--- src/rtl/led_pwm_pkg.sv ---
// Shared register map, CTRL bit positions and reset values for the LED PWM/GPIO peripheral.
package led_pwm_pkg;

    localparam logic [7:0] ADDR_CTRL   = 8'h00;
    localparam logic [7:0] ADDR_DIRECT = 8'h04;
    localparam logic [7:0] ADDR_DUTY0  = 8'h08;
    localparam logic [7:0] ADDR_DUTY1  = 8'h0C;
    localparam logic [7:0] ADDR_STATUS = 8'h10;

    localparam int CTRL_EN   = 0;
    localparam int CTRL_MODE = 1;

    localparam logic [1:0]  CTRL_RST   = 2'b00;
    localparam logic [7:0]  DIRECT_RST = 8'h00;
    localparam logic [31:0] DUTY_RST   = 32'h0000_0000;

    typedef enum logic [2:0] {
        REG_CTRL,
        REG_DIRECT,
        REG_DUTY0,
        REG_DUTY1,
        REG_STATUS,
        REG_NONE
    } reg_sel_e;

    function automatic reg_sel_e decode_offset(input logic [7:0] off);
        case (off)
            ADDR_CTRL:   return REG_CTRL;
            ADDR_DIRECT: return REG_DIRECT;
            ADDR_DUTY0:  return REG_DUTY0;
            ADDR_DUTY1:  return REG_DUTY1;
            ADDR_STATUS: return REG_STATUS;
            default:     return REG_NONE;
        endcase
    endfunction

    function automatic logic [31:0] apply_wstrb(input logic [31:0] old_val,
                                                input logic [31:0] new_val,
                                                input logic [3:0]  strb);
        logic [31:0] r;
        r = old_val;
        for (int b = 0; b < 4; b++) begin
            if (strb[b]) r[b*8 +: 8] = new_val[b*8 +: 8];
        end
        return r;
    endfunction

endpackage

--- src/rtl/led_pwm_timebase.sv ---
// PWM timebase: prescaler divides clk down to phase steps; tick marks each step.
module led_pwm_timebase #(
    parameter int PRESCALE = 1000
) (
    input  logic       clk,
    input  logic       resetn,
    input  logic       en,
    output logic       tick,
    output logic [7:0] phase
);

    localparam int PW = (PRESCALE > 1) ? $clog2(PRESCALE) : 1;

    logic [PW-1:0] presc_reg;
    logic          wrap;

    assign wrap = (presc_reg == PW'(PRESCALE - 1));

    always_ff @(posedge clk or negedge resetn) begin
        if (!resetn) begin
            presc_reg <= '0;
            phase     <= 8'd0;
            tick      <= 1'b0;
        end else if (!en) begin
            presc_reg <= '0;
            phase     <= 8'd0;
            tick      <= 1'b0;
        end else begin
            // tick is registered so it is high in the same cycle as the new phase
            tick <= wrap;
            if (wrap) begin
                presc_reg <= '0;
                phase     <= phase + 8'd1;
            end else begin
                presc_reg <= presc_reg + 1'b1;
            end
        end
    end

endmodule

--- src/rtl/led_pwm_gpio.sv ---
// Memory-mapped 8-LED driver: direct GPIO mode or 8-bit PWM with per-period duty shadowing.
module led_pwm_gpio
    import led_pwm_pkg::*;
#(
    parameter logic [31:0] BASE_ADDR = 32'h0200_0000,
    parameter int          PRESCALE  = 1000
) (
    input  logic        clk,
    input  logic        resetn,
    input  logic        mem_valid,
    input  logic [31:0] mem_addr,
    input  logic [31:0] mem_wdata,
    input  logic [3:0]  mem_wstrb,
    output logic        mem_ready,
    output logic [31:0] mem_rdata,
    output logic [7:0]  led
);

    logic [1:0]       ctrl_reg, ctrl_next;
    logic [7:0]       direct_reg, direct_next;
    logic [31:0]      duty0_reg, duty0_next;
    logic [31:0]      duty1_reg, duty1_next;
    logic [7:0][7:0]  active_reg, active_next;
    logic [7:0][7:0]  duty_all;
    logic [7:0]       pwm_bits, led_next;
    logic [31:0]      rdata_next;
    logic             sel, wr, en, mode, tick, active_load;
    logic [7:0]       phase;
    reg_sel_e         rsel;

    assign sel  = mem_valid && (mem_addr[31:8] == BASE_ADDR[31:8]) && !mem_ready;
    assign wr   = sel && (mem_wstrb != 4'b0000);
    assign rsel = decode_offset(mem_addr[7:0]);
    assign en   = ctrl_reg[CTRL_EN];
    assign mode = ctrl_reg[CTRL_MODE];

    led_pwm_timebase #(.PRESCALE(PRESCALE)) u_timebase (
        .clk    (clk),
        .resetn (resetn),
        .en     (en),
        .tick   (tick),
        .phase  (phase)
    );

    always_comb begin
        ctrl_next   = ctrl_reg;
        direct_next = direct_reg;
        duty0_next  = duty0_reg;
        duty1_next  = duty1_reg;
        if (wr) begin
            case (rsel)
                REG_CTRL:   if (mem_wstrb[0]) ctrl_next = mem_wdata[1:0];
                REG_DIRECT: if (mem_wstrb[0]) direct_next = mem_wdata[7:0];
                REG_DUTY0:  duty0_next = apply_wstrb(duty0_reg, mem_wdata, mem_wstrb);
                REG_DUTY1:  duty1_next = apply_wstrb(duty1_reg, mem_wdata, mem_wstrb);
                default:    ;
            endcase
        end
    end

    always_comb begin
        rdata_next = 32'd0;
        case (rsel)
            REG_CTRL:   rdata_next = {30'd0, ctrl_reg};
            REG_DIRECT: rdata_next = {24'd0, direct_reg};
            REG_DUTY0:  rdata_next = duty0_reg;
            REG_DUTY1:  rdata_next = duty1_reg;
            REG_STATUS: rdata_next = {23'd0, tick, phase};
            default:    rdata_next = 32'd0;
        endcase
    end

    // Using the post-write duty lets a write that lands on the wrap tick take effect at once.
    assign duty_all    = {duty1_next, duty0_next};
    assign active_load = !en || (tick && (phase == 8'd0));

    generate
        for (genvar gi = 0; gi < 8; gi++) begin : g_led
            assign active_next[gi] = active_load ? duty_all[gi] : active_reg[gi];
            assign pwm_bits[gi]    = (phase < active_next[gi]);
        end
    endgenerate

    always_comb begin
        led_next = 8'd0;
        if (en) led_next = mode ? pwm_bits : direct_reg;
    end

    always_ff @(posedge clk or negedge resetn) begin
        if (!resetn) begin
            ctrl_reg   <= CTRL_RST;
            direct_reg <= DIRECT_RST;
            duty0_reg  <= DUTY_RST;
            duty1_reg  <= DUTY_RST;
            active_reg <= '0;
            led        <= 8'd0;
            mem_ready  <= 1'b0;
            mem_rdata  <= 32'd0;
        end else begin
            ctrl_reg   <= ctrl_next;
            direct_reg <= direct_next;
            duty0_reg  <= duty0_next;
            duty1_reg  <= duty1_next;
            active_reg <= active_next;
            led        <= led_next;
            mem_ready  <= sel;
            mem_rdata  <= sel ? rdata_next : 32'd0;
        end
    end

endmodule

--- config.mk ---
export PLATFORM = sky130hd
export DESIGN_NAME = led_pwm_gpio
export DESIGN_NICKNAME = d
export VERILOG_FILES = /design/src/rtl/led_pwm_pkg.sv /design/src/rtl/led_pwm_timebase.sv /design/src/rtl/led_pwm_gpio.sv
export SDC_FILE = /design/constraint.sdc
export NUM_CORES = 1
export LEC_CHECK = 0
export CAP_MARGIN = 20
export CORE_UTILIZATION = 49
export CTS_BUF_LIST = sky130_fd_sc_hd__clkbuf_4
export DETAILED_ROUTE_END_ITERATION = 8
export PLACE_DENSITY = 0.67
export SLEW_MARGIN = 0
export SYNTH_ARGS = -nofsm -noshare
export SYNTH_HDL_FRONTEND = slang
export SYNTH_HIERARCHICAL = 1
export SYNTH_SLANG_ARGS = --single-unit
--- constraint.sdc ---
create_clock -name clk -period 4.5 [get_ports clk]
set_input_delay 0.45 -clock clk [delete_from_list [all_inputs] [get_ports clk]]
set_output_delay 0.45 -clock clk [all_outputs]
set_load 0.01 [all_outputs]
# Word-level counts from Yosys, hierarchy flattened
# Index checks and enable logic that the tools add are counted.
dict set report classes {
  n_addsub 2
  mux 30
  bitwise 0
  n_reduce_logical 13
  n_eq_ne 11
  shift 0
  n_div 0
  magnitude_cmp 8
  n_mul 0
}
# op count
set op_table {}
lappend op_table {{2-to-1 mux 32 bit} 5}
lappend op_table {{2-to-1 mux 8 bit} 20}
lappend op_table {{case mux 32 bit (5 select lines)} 1}
lappend op_table {{< comparator 8 bit} 8}
lappend op_table {{== test 24 x 18 -> 1 bit, second input constant} 1}
lappend op_table {{2-to-1 mux 10 bit} 2}
lappend op_table {{== test 8 x 4 -> 1 bit, second input constant} 2}
lappend op_table {{zero test 8 bit} 2}
lappend op_table {{case mux 3 bit (5 select lines)} 1}
lappend op_table {{adder 10 x 1 -> 10 bit, second input constant} 1}
lappend op_table {{== test 10 bit, second input constant} 1}
lappend op_table {{adder 8 x 1 -> 8 bit, second input constant} 1}
lappend op_table {{== test 8 x 3 -> 1 bit, second input constant} 1}
lappend op_table {{== test 8 x 5 -> 1 bit, second input constant} 1}
lappend op_table {{== test 3 x 2 -> 1 bit, second input constant} 2}
lappend op_table {{AND reduction 3 bit} 2}
lappend op_table {{logical AND 1 bit} 4}
lappend op_table {{nonzero test 4 bit} 1}
lappend op_table {{== test 3 x 1 -> 1 bit, second input constant} 1}
lappend op_table {{== test 3 bit, second input constant} 1}
lappend op_table {{zero test 3 bit} 1}
lappend op_table {{zero test 1 bit} 2}
lappend op_table {{inequality test 2 x 1 -> 1 bit, second input constant} 1}
lappend op_table {{logical OR 1 bit} 1}
lappend op_table {{2-to-1 mux 1 bit} 1}
dict set report totals {
  wordCells 82
  latchBits 0
  inputBits 71
  romBits 0
  n_memories 0
  regBits 198
  ramBits 0
  output_inout_bits 41
}

# Logic depth before layout (Yosys ltp)
# Gate-level depths: netlist of run 1.
dict set report logic_depth {
  depth_word 9
  ltp_mapped 13
  depth_no_buf 11
}

# Cells and area by module
# Netlist of run 1, hierarchy kept.
# mod n_inst seq_area_each_um2 area_each_um2 cells_per_inst
set by_module_without_submodules {}
lappend by_module_without_submodules {led_pwm_gpio 1 4479.3 9248.9 719}
lappend by_module_without_submodules {led_pwm_timebase 1 475.5 930.9 93}

# Least setup slack after synthesis of run 1
# OpenSTA, ideal clock, no wires.
dict set report synth_timing {
  kind {input to register}
  from {in mem_addr[9]}
  to {reg led[5]}
  arrival_ns 3.229
  stages 11
  t_required_ns 4.423
  setup_time_ns 0.077
  setup_slack_ns 1.194
  path_buffers 1
  path_cell_list {nor4_1 -> nand4_1 -> buf_4 -> nor4_4 -> mux2_2 -> mux2i_1 -> ha_1 -> a2111oi_0 -> o21ai_0 -> a221o_1 -> a21oi_1}
}
dict set report synth_via {
  elab_chain_len 9
}
# item line
set synth_lines {}
lappend synth_lines {{from (decl)} led_pwm_gpio.sv:11} ;# input logic [31:0] mem_addr,
lappend synth_lines {{== test 24 x 18 -> 1 bit} led_pwm_gpio.sv:31} ;# assign sel = mem_valid && (mem_addr[31:8] == BASE_ADDR[31:8]) && !mem_ready;
lappend synth_lines {{logical AND 1 bit (2 in series)} led_pwm_gpio.sv:31}
lappend synth_lines {{logical AND 1 bit} led_pwm_gpio.sv:32} ;# assign wr = sel && (mem_wstrb != 4'b0000);
lappend synth_lines {{2-to-1 mux 32 bit} led_pwm_gpio.sv:50} ;# if (wr) begin
lappend synth_lines {{named net duty1_next[9]} led_pwm_gpio.sv:22} ;# logic [31:0] duty1_reg, duty1_next;
lappend synth_lines {{2-to-1 mux 8 bit} led_pwm_gpio.sv:79} ;# assign active_next[gi] = active_load ? duty_all[gi] : active_reg[gi];
lappend synth_lines {{< comparator 8 bit} led_pwm_gpio.sv:80} ;# assign pwm_bits[gi] = (phase < active_next[gi]);
lappend synth_lines {{2-to-1 mux 8 bit (2 in series)} led_pwm_gpio.sv:86} ;# if (en) led_next = mode ? pwm_bits : direct_reg;
lappend synth_lines {{named net led_next[5]} led_pwm_gpio.sv:25} ;# logic [7:0] pwm_bits, led_next;
lappend synth_lines {{to (signal assigned)} led_pwm_gpio.sv:105} ;# led <= led_next;
lappend synth_lines {{to (decl)} led_pwm_gpio.sv:16} ;# output logic [7:0] led
# The timed path passes the listed nets, and every way through them passes these cells.
# A chain may end at the register's enable or synchronous reset.

# Final worst setup path of run 1
dict set report layout_timing {
  from {in mem_addr[23]}
  to {reg led[3]}
}
dict set report layout_via {
  elab_chain_len 9
}
# item line
set layout_lines {}
lappend layout_lines {{== test 24 x 18 -> 1 bit} led_pwm_gpio.sv:31}
lappend layout_lines {{logical AND 1 bit (2 in series)} led_pwm_gpio.sv:31}
lappend layout_lines {{logical AND 1 bit} led_pwm_gpio.sv:32}
lappend layout_lines {{2-to-1 mux 32 bit} led_pwm_gpio.sv:50}
lappend layout_lines {{named net duty0_next[25]} led_pwm_gpio.sv:21} ;# logic [31:0] duty0_reg, duty0_next;
lappend layout_lines {{2-to-1 mux 8 bit} led_pwm_gpio.sv:79}
lappend layout_lines {{< comparator 8 bit} led_pwm_gpio.sv:80}
lappend layout_lines {{2-to-1 mux 8 bit (2 in series)} led_pwm_gpio.sv:86}
lappend layout_lines {{named net led_next[3]} led_pwm_gpio.sv:25}
# The timed path passes the listed nets, and every way through them passes these cells.

==> results of run 1 <==
==> layout by cell type (no fill, tap or decap), types with 10 or more instances in the layout <==
cell type and n:
o21ai_0 16, nor2b_1 11, mux2i_1 62, and3_1 12
nand3b_1 14, clkdlybuf4s50_1 110, a21oi_1 23, a22oi_1 25
dfrtp_1 198, mux2_2 119, nand2_1 17, inv_1 19
ha_1 58, buf_4 27, mux2_1 20, nand3_1 10
clkbuf_4 17, nor2_1 44, nand4_1 10
==> routing by layer <==
layer | GRT usage | share of wire | vias up
met1 | 0.314 | 0.45 | 3597
met2 | 0.406 | 0.48 | 224
met4 | 0.0708 | 0.019 | 0
met3 | 0.0563 | 0.054 | 36
met5 | 0 | 0 | -
li1 | - | - | 3313
==> stage by stage <==
stage / cell area, µm² / hold WS (ns) / util / power [mW]
after global placement: 11700 / 0.462 / 0.578 / 1.94
final: 12000 / 0.503 / 0.592 / 2.80
after CTS: 12000 / 0.477 / 0.591 / 2.84
after global routing: 12000 / 0.488 / 0.592 / 2.92
after floorplan: 10200 / 0.154 / - / 1.82
after detailed placement: 11700 / 0.470 / 0.578 / 1.94
==> where the power goes <==
| group | switching, mW | total, mW | internal (mW) |
|---|---|---|---|
| clock | 0.621 | 0.899 | 0.278 |
| sequential | 0.00000000434 | 1.78 | 1.78 |
| combinational | 0.0645 | 0.126 | 0.0615 |
==> critical path, delay by kind of cell <==
kind	cells	cell delay, ns
fa+ha+maj	1	0.31
buf+inv	3	0.96
mux	2	0.57
simple gates	3	0.90
compound gates	3	0.95
==> kinds of logic after synthesis <==
kind of cell	count (synthesis)	synth area share
mux	201	0.215
flops	198	0.487
simple gates	170	0.110
compound gates	119	0.0844
fa+ha+maj	58	0.0713
buf+inv	57	0.0246
xor+xnor	9	0.00774
==> layout make-up <==
class                      instances  area share
clock buffer                      17      0.0106
clock inverter                    15      0.0107
inverter                          19     0.00593
multi-input combinational        557       0.415
sequential                       198       0.412
tap                              270      0.0281
timing repair buffer             143       0.118
==> timing repair <==
item	4_1_cts	5_1_grt
hold buffers	1	0
endpoints found under the setup margin	0	0
endpoints found under the hold margin	11	0
==> worst max-delay path by stage <==
stage            startpoint  endpoint  slack, ns
6_report       mem_addr[23]    led[3]       0.84
5_1_grt        mem_addr[22]    led[7]       0.51
4_1_cts           mem_ready    led[2]       0.83
3_5_place_dp   mem_addr[26]    led[3]       0.18
3_3_place_gp   mem_addr[23]    led[3]       0.37
2_1_floorplan   mem_addr[9]    led[5]       1.19
==> out/metrics.yaml, run 1 <==
setup_path:
  crit_path_top_delay_cell: "a2111oi_0"
  cp-end-kind: "flip-flop"
  critPathMaxFanout: 9
  worstPathRequired_ns: 4.97
  cp-start-kind: "input port"
  rr_startpoint: "mem_ready"
  r2r_setup_slack_ns: 0.86
  worstPathCellList: "clkdlybuf4s50_1 > nor4b_1 > nand3_1 > buf_4 > nor4_4 > buf_4 > mux2_2 > mux2i_1 > ha_1 > a2111oi_0 > a21boi_0 > a2111oi_2"
  crit_path_max_incr_delay_ns: 0.44
  cp_common_cell: "buf_4"
  r2r_cells: 10
  arrival_ns: 4.13
  critical_path_class: "in -> reg"
  rr_endpoint: "led[2]"
synth:
  ys_seq_area_frac: 0.487
  async_flop_share: 1.00
  synth_edf_count: 0
  synthFlopType: "dfrtp_1"
  synthMostInstantiatedCell: "dfrtp_1"
  synth_common_cells: "198 x dfrtp_1, 119 x mux2_2, 62 x mux2i_1"
  syn-num-nets: 941
  avgSynthCellArea_um2: 12.5
  synth.largest_area_cell: "dfrtp_1"
  yosys_register_bits: 198
  ys_warn_count: 6
  synth_top_cell_area_share: 0.487
  synth_area_um2: 10200
  synthCells: 812
  synth.distinct_cells: 61
  ys_top_cells_by_area: "dfrtp_1 49%, mux2_2 13%, ha_1 7.1%, mux2i_1 6.1%, mux2_1 2.2%"
die:
  dieHeight_um: 146
  boundaryPins: 112
  dieWidth_um: 146
  initial_core_util: 0.501
  row_count: 52
  core_area_um2: 20300
  die_area_um2: 21400
route:
  via_per_inst: 5.88
  route.detailed.drc: 0
  first_iter_violations: 458
  first_pass_iters: 5
  ant_nets: 0
  vias: 7170
  drt-total-wl_um: 24900
  wl_per_cell_um: 20.4
timing:
  finalSetupViolations: 0
  period_share: 0.813
  fin_ws_ns: 0.841
  fin_crit_ns: 3.66
  setup_tns_ns: 0
  skew_ns: 0.0191
  max_clock_freq_mhz: 273
  worstMarginPinSlew_ns: 0.928
  drv_slew: 0
  slew_headroom: 0.381
  rsz0062_at_grt: "false"
  hold_viol: 0
finish:
  seq_area_um2: 4950
  fillCellCount: 1659
  layout-drive-gt1-share: 0.216
  stdcell_count: 1219
  largest_reg_flops: 64
  multi_input_area_um2: 4990
  nNetsFinal: 1065
  n_antenna_cell: 0
  area_delta_synth_final_pct: 18.1
power:
  ir_worst_vdd_uv: 180
  p_leak_nw: 5.86
  power_density_nw_per_um2: 233
min_path:
  worstHoldPathType: "reg -> reg"
  holdPathEnd: "active_reg[48]"
  min-delay-start: "active_reg[48]"
  min_delay_path_depth: 1
global_routing:
  grt_pass1_vias: 7446
  grt_first_pass_wirelength_um: 40000
  antenna_found_initial: 0
  grt_max_degree: 118
  track_usage: 0.243
  grt_overflow_total: 0
cts:
  clk_pin_slew_ns: 0.15
  htree_levels: 4
  postCtsSetupBuffers: 0
  clk_path_buf_depth: 2
  cts_made_buffers: 17
  cts_tree: "yes"
  worstSkewPairLatency_ns: 0.59
  ctsRootBufferMaster: "clkbuf_4"
  clock_sinks: 198
  ctsResizeCount: 0
placement:
  dp.cells: 1185
  place_ws_ns: 0.180
  gp_congestion: 0.816
  port-buffer-count: 111
  hpwl_um: 17200
outcome:
  status: "finished clean"
run:
  drv_cap: 0
(Power assumes the default switching activity.)
==> run 2, diff against run 1 <==
==> constraint.sdc (replaced) <==
create_clock -name clk -period 3.62 [get_ports clk]
set_input_delay 0.362 -clock clk [delete_from_list [all_inputs] [get_ports clk]]
set_output_delay 0.362 -clock clk [all_outputs]
set_load 0.01 [all_outputs]
==> run 2 against run 1 <==
Against the previous run:
- first-iteration DRC count shrank 5.5%
- global-route usage grew 0.59 points
- clock skew is essentially flat
- hold slack lost 0.081 ns
- clock power grew 35%
- routed wire length grew 1.9%
- sequential share of layout area shrank 1.5 points
- flip-flop and latch count is the same
- worst setup slack lost 0.62 ns
- non-clock buffer count grew 54
- critical path type is now reg -> reg
- largest cell class unchanged
==> out/metrics.yaml, run 2 (synthesized netlist as in run 1, its figures left out) <==
cts:
  ctsRootBufferMaster: "clkbuf_4"
  clk_path_buf_depth: 2
  cts_tree: "yes"
  clk_pin_slew_ns: 0.17
  clock_sinks: 198
  htree_levels: 4
  cts_made_buffers: 17
  worstSkewPairLatency_ns: 0.60
power:
  power_frac_seq: 0.618
  p_switching_mw: 0.863
  swShare: 0.241
  clockPowerShare: 0.338
  p_int_mw: 2.72
  p_leak_nw: 6.14
  fin_total_pwr_mw: 3.58
  ir_worst_vdd_uv: 164
  combPwrFrac: 0.045
  power_density_nw_per_um2: 287
finish:
  fin_area_um2: 12500
  final_common_cell: "dfrtp_1"
  area_delta_synth_final_pct: 22.7
  largest_reg_flops: 64
  final_cell_mix: "197 x dfrtp_1, 119 x mux2_2, 110 x clkdlybuf4s50_1"
  layout-drive-gt1-share: 0.263
  nNetsFinal: 1119
die:
  row_count: 52
  core_area_um2: 20300
  dieWidth_um: 146
  initial_core_util: 0.501
  die_area_um2: 21400
  dieHeight_um: 146
  boundaryPins: 112
route:
  first_pass_iters: 5
  ant_nets: 0
  via_per_inst: 5.78
  route.detailed.drc: 0
  vias: 7367
  drt-total-wl_um: 25400
  first_iter_violations: 433
  wl_per_cell_um: 19.9
timing:
  finalSetupViolations: 0
  drv_slew: 0
  skew_ns: 0.0190
  worstMarginPinSlew_ns: 0.884
  fin_ws_ns: 0.223
  hold_viol: 0
  slew_headroom: 0.411
  period_share: 0.938
  max_clock_freq_mhz: 294
  fin_crit_ns: 3.40
  rsz0062_at_grt: "false"
  setup_tns_ns: 0
run:
  drv_cap: 0
placement:
  port-buffer-count: 111
  hpwl_um: 18100
  dpl_cell_area_um2: 12200
  gp_congestion: 0.843
  place_ws_ns: -0.267
setup_path:
  worstPathCellList: "nor4_2 > nand4_1 > buf_4 > buf_4 > nor4_4 > buf_4 > mux2_2 > mux2i_1 > ha_1 > a2111oi_0 > o21ai_0 > a221o_1 > a21oi_1"
  cp_common_cell: "buf_4"
  crit_path_max_incr_delay_ns: 0.47
  r2r_cells: 13
  rr_endpoint: "led[5]"
  arrival_ns: 3.92
  critical_path_class: "reg -> reg"
  critPathMaxFanout: 7
  critical_path_buf_inv_count: 3
  rr_startpoint: "mem_ready"
  cp-end-kind: "flip-flop"
  cp-start-kind: "flip-flop"
  critPathTopFamily: "compound AO/OA/AOI/OAI gates"
  crit_path_top_delay_cell: "dfrtp_2"
  r2r_setup_slack_ns: 0.22
  worstPathRequired_ns: 4.14
min_path:
  worstHoldPathType: "in -> async"
global_routing:
  grt_max_degree: 109
  antenna_found_initial: 1
  grt_overflow_total: 0
  grt_first_pass_wirelength_um: 40900
  track_usage: 0.249
  grt_pass1_vias: 7788
outcome:
  status: "finished clean"
## run 2: changes by cell type in the layout (fill, tap and decap cells not counted), sizes merged
cell	delta
buf	+54
bufinv	+1
clkbuf	+1
clkinv	-2
diode	+2
## run 2: worst max path at each step
stage / start / end / slack, ns / cells after the start
after floorplan: u_timebase/phase[1] / led[5] / 0.35 / 11
final: mem_ready / led[5] / 0.22 / 13
after global placement: mem_addr[9] / led[4] / -0.21 / 15
after CTS: mem_ready / led[4] / 0.07 / 13
after global routing: mem_ready / led[5] / 0.0003 / 13
after detailed placement: mem_addr[9] / led[5] / -0.27 / 14
## run 2: metrics by stage
stage | hold slack (ns) | cells | util
floorplan | 0.0664 | 812 | -
global placement | 0.458 | 1239 | 0.600
detailed placement | 0.475 | 1239 | 0.600
CTS | 0.391 | 1272 | 0.614
global route | 0.401 | 1275 | 0.616
finish | 0.422 | 1275 | 0.616
## run 2: timing repair
action / CTS / global route
endpoints found under the hold margin: 105 / 0
endpoints found under the setup margin: 0 / 5
hold buffers: 1 / 0
resized for setup: 0 / 3
buffers inserted: 0 / 1
## run 2: power by group through the flow
stage | clock [mW] | combinational (mW) | sequential [mW]
floorplan | 0 | 0.0139 | 2.25
global placement | 0 | 0.157 | 2.25
detailed placement | 0 | 0.160 | 2.25
CTS | 1.24 | 0.162 | 2.21
global route | 1.33 | 0.174 | 2.21
finish | 1.21 | 0.159 | 2.21
## run 2: per-layer routing
layer  GRT usage  vias up  wire (µm)
li1            -     3408          -
met1       0.322     3709      11200
met2       0.413      203      12400
met3      0.0459       47       1190
met4      0.0964        0        672
met5           0        -          0
## run 2: layout make-up
type	instances	area, µm²
Sequential cell	198	4960
Timing Repair Buffer	197	1840
Fill cell	1629	7800
Multi-Input combinational cell	557	5000
Clock inverter	14	151
Clock buffer	18	135
Tap cell	270	338
Inverter	19	71.3
Antenna cell	2	5.00
